[config.mk]
export PLATFORM = sky130hd
export DESIGN_NAME = video_test_source
export DESIGN_NICKNAME = d
export VERILOG_FILES = /design/src/rtl/video_pkg.sv /design/src/rtl/video_test_source_rect_hit.sv /design/src/rtl/video_test_source.sv
export SDC_FILE = /design/constraint.sdc
export NUM_CORES = 1
export LEC_CHECK = 0
export ABC_AREA = 1
export BUFFER_PORTS_ARGS = -buffer_cell sky130_fd_sc_hd__buf_2
export CAP_MARGIN = 0
export CORE_ASPECT_RATIO = 2
export CORE_UTILIZATION = 50
export CTS_BUF_LIST = sky130_fd_sc_hd__clkbuf_4
export DETAILED_ROUTE_END_ITERATION = 16
export MAX_ROUTING_LAYER = met4
export PLACE_DENSITY_LB_ADDON = 0.2
export SYNTH_ARGS = -nofsm -noshare
export SYNTH_HDL_FRONTEND = slang
export SYNTH_SLANG_ARGS = --single-unit
[constraint.sdc]
create_clock -name clk -period 3 [get_ports clk]
set_clock_uncertainty 0.2 [all_clocks]
set_input_delay 0.3 -clock clk [delete_from_list [all_inputs] [get_ports clk]]
set_output_delay 0.3 -clock clk [all_outputs]
set_load 0.005 [all_outputs]
[src/rtl/video_pkg.sv]
// video_pkg: shared types and constants for the video test source and its helpers.
// Holds the one-hot FSM encoding, the RGB field layout of the pixel bus and the
// default coordinate width. pack_rgb builds a pixel word in the {r, b, g} layout.
package video_pkg;

  // Default coordinate width: enough for any realistic line or frame size.
  localparam int CW_DEFAULT = 21;

  // Pixel bus layout is {r[23:16], b[15:8], g[7:0]}; note blue sits in the middle.
  localparam int R_LSB = 16;
  localparam int B_LSB = 8;
  localparam int G_LSB = 0;

  // One-hot generator states.
  typedef enum logic [4:0] {
    ST_IDLE   = 5'b00001,
    ST_SOF    = 5'b00010,
    ST_ACTIVE = 5'b00100,
    ST_LBLANK = 5'b01000,
    ST_FBLANK = 5'b10000
  } state_t;

  // Assemble a 24-bit pixel from separate colour channels.
  function automatic logic [23:0] pack_rgb(input logic [7:0] r,
                                           input logic [7:0] g,
                                           input logic [7:0] b);
    logic [23:0] p;
    p = '0;
    p[R_LSB +: 8] = r;
    p[G_LSB +: 8] = g;
    p[B_LSB +: 8] = b;
    return p;
  endfunction

endpackage

[src/rtl/video_test_source_rect_hit.sv]
// rect_hit: combinational inclusive test of (x, y) against a rectangle.
// Latency 0 (pure logic; the caller registers the result). No flow control.
// Ports: x, y = point under test; x0/y0 = top-left corner, x1/y1 = bottom-right
// corner (both inclusive); hit = point lies inside. x0>x1 or y0>y1 never hits.
module rect_hit
  import video_pkg::*;
#(
  parameter int CW = CW_DEFAULT
) (
  input  logic [CW-1:0] x,
  input  logic [CW-1:0] y,
  input  logic [CW-1:0] x0,
  input  logic [CW-1:0] y0,
  input  logic [CW-1:0] x1,
  input  logic [CW-1:0] y1,
  output logic          hit
);

  logic in_x;
  logic in_y;

  // Unsigned compares: an inverted range fails one of the two bounds for every
  // x (or y), which is what makes an "empty" rectangle fall out for free.
  assign in_x = (x >= x0) && (x <= x1);
  assign in_y = (y >= y0) && (y <= y1);
  assign hit  = in_x && in_y;

endmodule

[src/rtl/video_test_source.sv]
// video_test_source: generates WIDTH x HEIGHT frames (background plus one block
// rectangle) as a pixel/sof/eol stream with line and frame blanking.
// Latency: every output is registered, one cycle behind the FSM state that
// produced it. Backpressure: ready=0 freezes the FSM, counters and blanking
// timers; valid and sof are suppressed, pixel/eol/x/y hold, frame_done still fires.
// Ports: clk/rst (sync, active-high); run = keep producing frames; ready =
// downstream accept; block_x0/y0/x1/y1 + block_rgb + bg_rgb = pattern config,
// sampled once per frame at the SOF state; pixel_out/valid/sof/eol/x_out/y_out =
// video stream; frame_done = one pulse per completed frame; busy = not IDLE.
module video_test_source
  import video_pkg::*;
#(
  parameter int WIDTH    = 640,
  parameter int HEIGHT   = 480,
  parameter int H_BLANK  = 4,
  parameter int V_BLANK  = 8,
  parameter int EOL_HOLD = 2,
  parameter int CW       = CW_DEFAULT
) (
  input  logic          clk,
  input  logic          rst,
  input  logic          run,
  input  logic          ready,
  input  logic [CW-1:0] block_x0,
  input  logic [CW-1:0] block_y0,
  input  logic [CW-1:0] block_x1,
  input  logic [CW-1:0] block_y1,
  input  logic [23:0]   block_rgb,
  input  logic [23:0]   bg_rgb,
  output logic [23:0]   pixel_out,
  output logic          valid,
  output logic          sof,
  output logic          eol,
  output logic [CW-1:0] x_out,
  output logic [CW-1:0] y_out,
  output logic          frame_done,
  output logic          busy
);

  // Counters are CW bits wide, so geometry and blanking lengths must fit in CW
  // bits; anything else is rejected at elaboration instead of silently wrapping.
  if ((WIDTH < 2) || (HEIGHT < 1) || (EOL_HOLD < 1) ||
      (H_BLANK < EOL_HOLD + 1) || (V_BLANK < 1) ||
      (longint'(WIDTH)   >= (longint'(1) << CW)) ||
      (longint'(HEIGHT)  >= (longint'(1) << CW)) ||
      (longint'(H_BLANK) >= (longint'(1) << CW)) ||
      (longint'(V_BLANK) >= (longint'(1) << CW))) begin : g_param_check
    $error("video_test_source: illegal geometry/blanking parameters");
  end

  localparam logic [CW-1:0] ONE     = CW'(1);
  localparam logic [CW-1:0] X_LAST  = CW'(WIDTH - 1);
  localparam logic [CW-1:0] Y_LAST  = CW'(HEIGHT - 1);
  localparam logic [CW-1:0] HB_LAST = CW'(H_BLANK - 1);
  localparam logic [CW-1:0] VB_LAST = CW'(V_BLANK - 1);
  localparam logic [CW-1:0] EOL_N   = CW'(EOL_HOLD);

  state_t        state;
  state_t        state_nxt;

  logic [CW-1:0] x_cnt;
  logic [CW-1:0] y_cnt;
  logic [CW-1:0] b_cnt;      // blanking timer, shared by line and frame blanking

  // Per-frame shadow copy of the pattern configuration.
  logic [CW-1:0] sh_x0;
  logic [CW-1:0] sh_y0;
  logic [CW-1:0] sh_x1;
  logic [CW-1:0] sh_y1;
  logic [23:0]   sh_blk;
  logic [23:0]   sh_bg;

  logic          done_sent;  // frame_done already issued in this FBLANK visit
  logic          hit;

  logic          x_last;
  logic          y_last;
  logic          hb_last;
  logic          vb_last;

  assign x_last  = (x_cnt == X_LAST);
  assign y_last  = (y_cnt == Y_LAST);
  assign hb_last = (b_cnt == HB_LAST);
  assign vb_last = (b_cnt == VB_LAST);

  rect_hit #(
    .CW (CW)
  ) u_rect_hit (
    .x   (x_cnt),
    .y   (y_cnt),
    .x0  (sh_x0),
    .y0  (sh_y0),
    .x1  (sh_x1),
    .y1  (sh_y1),
    .hit (hit)
  );

  // ---------------------------------------------------------------- FSM
  always_ff @(posedge clk) begin
    if (rst) begin
      state <= ST_IDLE;
    end else begin
      state <= state_nxt;
    end
  end

  always_comb begin
    state_nxt = state;
    if (ready) begin
      unique case (state)
        ST_IDLE: begin
          if (run) state_nxt = ST_SOF;
        end
        ST_SOF: begin
          state_nxt = ST_ACTIVE;
        end
        ST_ACTIVE: begin
          if (x_last) state_nxt = ST_LBLANK;
        end
        ST_LBLANK: begin
          if (hb_last) state_nxt = y_last ? ST_FBLANK : ST_ACTIVE;
        end
        ST_FBLANK: begin
          // run is only looked at here, so dropping it mid-frame lets the
          // current frame finish cleanly.
          if (vb_last) state_nxt = run ? ST_SOF : ST_IDLE;
        end
        default: begin
          state_nxt = ST_IDLE;
        end
      endcase
    end
  end

  // ------------------------------------------------- counters and shadows
  always_ff @(posedge clk) begin
    if (rst) begin
      x_cnt  <= '0;
      y_cnt  <= '0;
      b_cnt  <= '0;
      sh_x0  <= '0;
      sh_y0  <= '0;
      sh_x1  <= '0;
      sh_y1  <= '0;
      sh_blk <= '0;
      sh_bg  <= '0;
    end else if (ready) begin
      unique case (state)
        ST_SOF: begin
          x_cnt  <= '0;
          y_cnt  <= '0;
          b_cnt  <= '0;
          sh_x0  <= block_x0;
          sh_y0  <= block_y0;
          sh_x1  <= block_x1;
          sh_y1  <= block_y1;
          sh_blk <= block_rgb;
          sh_bg  <= bg_rgb;
        end
        ST_ACTIVE: begin
          // x parks on the last column through line blanking and is cleared
          // on the way out, so x_out keeps naming the last pixel meanwhile.
          if (x_last) begin
            b_cnt <= '0;
          end else begin
            x_cnt <= x_cnt + ONE;
          end
        end
        ST_LBLANK: begin
          if (hb_last) begin
            b_cnt <= '0;
            x_cnt <= '0;
            if (!y_last) y_cnt <= y_cnt + ONE;
          end else begin
            b_cnt <= b_cnt + ONE;
          end
        end
        ST_FBLANK: begin
          b_cnt <= vb_last ? '0 : b_cnt + ONE;
        end
        default: begin
          x_cnt <= '0;
          y_cnt <= '0;
          b_cnt <= '0;
        end
      endcase
    end
  end

  // ---------------------------------------------------- registered outputs
  always_ff @(posedge clk) begin
    if (rst) begin
      pixel_out  <= '0;
      valid      <= 1'b0;
      sof        <= 1'b0;
      eol        <= 1'b0;
      x_out      <= '0;
      y_out      <= '0;
      frame_done <= 1'b0;
      busy       <= 1'b0;
      done_sent  <= 1'b0;
    end else begin
      busy <= (state != ST_IDLE);

      // frame_done ignores ready: it fires on the first cycle spent in FBLANK
      // and done_sent blocks repeats while a stall keeps the FSM parked there.
      done_sent  <= (state == ST_FBLANK);
      frame_done <= (state == ST_FBLANK) && !done_sent;

      if (state == ST_IDLE) begin
        pixel_out <= '0;
        valid     <= 1'b0;
        sof       <= 1'b0;
        eol       <= 1'b0;
        x_out     <= '0;
        y_out     <= '0;
      end else if (!ready) begin
        // Stall: nothing new is presented; pixel/eol/x/y keep their values.
        valid <= 1'b0;
        sof   <= 1'b0;
      end else begin
        valid <= (state == ST_ACTIVE);
        sof   <= (state == ST_SOF);
        eol   <= (state == ST_LBLANK) && (b_cnt < EOL_N);
        if (state == ST_SOF) begin
          // y_cnt still holds the previous frame's last line here.
          x_out <= '0;
          y_out <= '0;
        end else begin
          x_out <= x_cnt;
          y_out <= y_cnt;
        end
        if (state == ST_ACTIVE) begin
          pixel_out <= hit ? sh_blk : sh_bg;
        end
      end
    end
  end

endmodule

==> results.toml <==
[synthesis]
synthArstFlopShare_pct = 0
ys_warn_count = 0
synth_top_area_cell = "dfxtp_1"
synth_cell_types = 39
synth_top_area_share_pct = 39.4
synth_area_mm2 = 0.0138
synth_seq_area_share_pct = 39.4
ys_top_cells_by_area = "dfxtp_1, nand2_1, a21oi_1"
postSynthAreaPerCell_um2 = 7.08
synth_most_common_cell = "nand2_1"
ys_seq_elements = 272
netlist_instances = 1953
synth_common_cells = "nand2_1, dfxtp_1, a21oi_1, inv_1, nor2_1"
synth_edf_count = 0
synth_flop_cell = "dfxtp_1"
synth_nets = 2176

[critical_path]
endpoint_kind = "register"
path_depth = 13
cp_max_fo = 24
crit_family = "simple AND/OR/NAND/NOR gates"
crit_path_top_delay_cell = "dfxtp_1"
critPathKind = "reg2reg"
max_stage_delay_ns = 0.65
startpoint = "x_cnt[12]$_SDFFE_PP0P_"
crit_end = "pixel_out[19]$_SDFFE_PP0P_"
rr_endpoint = "pixel_out[19]$_SDFFE_PP0P_"
r2r_cells = 13
path_cells = "ha_1 > a21o_1 > nor2_1 > nand2_1 > nand2_1 > nand4_1 > nand2_1 > inv_1 > nand2_1 > buf_4 > nand2_1 > nand3_1 > a21oi_1"
path_buf_inv = 2
crit_top_cell = "nand2_1"
cp-start-kind = "register"
arrival_ns = 3.10
required_ns = 3.43
r2r_setup_slack_ns = 0.33
rr_startpoint = "x_cnt[12]$_SDFFE_PP0P_"

[timing]
hold_viol_final = 0
min_period_ns = 2.67
setup_violations = 0
fmax_ghz = 0.374
setup-tns-final_ns = 0
tightest_slew_ns = 0.930
slew_headroom_pct = 38.0
finalCritPeriodShare_pct = 89.0
slew_violations = 0
rsz0062_at_grt = "no"

[placed_design]
dp_hpwl_mm = 31.6
io_buffers = 206
placed_area_mm2 = 0.0152
gp_congestion = 1.03
dp.cells = 2446

[finish]
fin_cells = 2690
final_core_util_pct = 64.2
drive_gt1_share_pct = 16.0
area_growth_pct = 25.4
design_area_mm2 = 0.0173
nets = 2519

[clock_network]
clk_latency_ns = 0.76
cts_num_sinks = 272
cts_buffers = 61
cts_setup_buffers = 0
cts_max_level = 2
post_cts_resized = 0
cts_tree = "built"
cts_root_buffer = "clkbuf_4"
cts_buffer_depth = 3
clk_pin_slew_ns = 0.07

[global_routing]
grt_pass1_vias = 14400
grt_overflow = 0
grt_pass1_wl_mm = 71.2
grt.total_usage_pct = 32.9
antenna_found_initial = 1
grt_max_degree = 149

[floorplanning]
die_area_mm2 = 0.0283
start_util_pct = 51.2
design.core.area_mm2 = 0.0270
die_h_um = 237
rows = 85
die_w_um = 120
ios = 207

[power_and_ir_drop]
p_per_area_mw_per_mm2 = 477
finalPower_uw = 8270
p_leak_uw = 0.00741
vdd_drop_max_mv = 0.300

[routing]
dr_total_vias = 14400
antenna_violating_nets_post_route = 0
routed_wirelength_mm = 45.2
drc = 0
dr.pass1.iters = 7
drt-initial-drc-count = 652
wl_per_cell_um = 16.8
vias_per_cell = 5.34

[flow_run]
cap_violations = 0

[run_status]
outcome = "complete, no violations"

[worst_hold_path]
hold_path_class = "in2reg"
## how the worst min path moves through the flow
stage | from | to | depth (start not counted)
after floorplan | done_sent$_SDFF_PP0_ | frame_done$_SDFF_PP0_ | 1
after global placement | sh_blk[21]$_SDFFE_PP0P_ | sh_blk[21]$_SDFFE_PP0P_ | 2
after detailed placement | sh_blk[20]$_SDFFE_PP0P_ | sh_blk[20]$_SDFFE_PP0P_ | 2
after CTS | block_x1[0] | sh_x1[0]$_SDFFE_PP0P_ | 4
after global routing | block_x1[0] | sh_x1[0]$_SDFFE_PP0P_ | 4
final | block_x1[0] | sh_x1[0]$_SDFFE_PP0P_ | 4
## cell families (layout without fill, tap and decap cells)
kind of cell,count (synthesis),after routing,synth area share (%)
compound gates,438,438,16.6
xor+xnor,41,41,2.60
other cells,0,1,0
flops,272,272,39.4
buf+inv,352,740,10.1
simple gates,763,763,23.4
fa+ha+maj,87,87,7.88
## flip-flops by register name, indices dropped and copies added, names as in the netlist, 5 cells and up
name / flops
pixel_out: 24
sh_bg: 24
sh_y0: 21
sh_blk: 24
b_cnt: 21
y_cnt: 21
state: 5
x_cnt: 21
sh_x1: 21
sh_x0: 21
y_out: 21
sh_y1: 21
x_out: 21
## report_power, final
part / internal, uW / switching (uW)
combinational: 569 / 1030
sequential: 3700 / 41.4
clock: 1470 / 1470
## cells in the final DEF (no fill, tap or decap), types with 3 or more instances in the layout
master,instances
inv_2,8
nor3_1,32
dlygate4sd3_1,135
xor2_1,34
o21ai_0,146
a21o_1,3
buf_4,39
a2111oi_0,14
clkinv_2,3
nor2_2,6
clkinv_1,12
nor3b_1,3
inv_1,240
nand4_1,29
dfxtp_1,272
nand3_1,98
nor4_1,12
buf_2,206
ha_1,87
buf_12,4
nand2_1,408
nand2_2,4
xnor2_1,7
a21oi_2,5
clkbuf_4,91
nor2_1,161
a21oi_1,259
## metal layers
layer	GRT usage [%]	part of all wire [%]	up-vias
met3	4.62	4.7	193
met1	30.0	35	6565
met2	59.9	52	528
met4	26.0	8.3	0
li1	-	-	7092
met5	-	0	-
## area by class of cell
cell class / instances / area, um^2
Timing Repair Buffer: 384 / 2760
Antenna cell: 1 / 2.50
Clock buffer: 91 / 683
Inverter: 248 / 937
Multi-Input combinational cell: 1329 / 6980
Fill cell: 2436 / 9680
Clock inverter: 17 / 92.6
Tap cell: 348 / 435
Sequential cell: 272 / 5450
## metrics by stage
stage | hold WS, ns | worst slack [ns]
global route | 0.117 | 0.102
finish | 0.119 | 0.329
detailed placement | 0.245 | 0.381
CTS | 0.0680 | 0.355
global placement | 0.239 | 0.387
floorplan | 0.173 | 0.816
## tightest hold or removal path, delay by kind of cell
| family | cells | cell delay, ns |
|---|---|---|
| AND/OR/NAND/NOR | 2 | 0.12 |
| buffers and inverters | 2 | 0.60 |
## repair_timing
item,CTS,global route
setup endpoints to repair,0,0
endpoints found under the hold margin,215,0
hold buffers,135,0
Note: power is estimated with default switching activity, not from simulation.
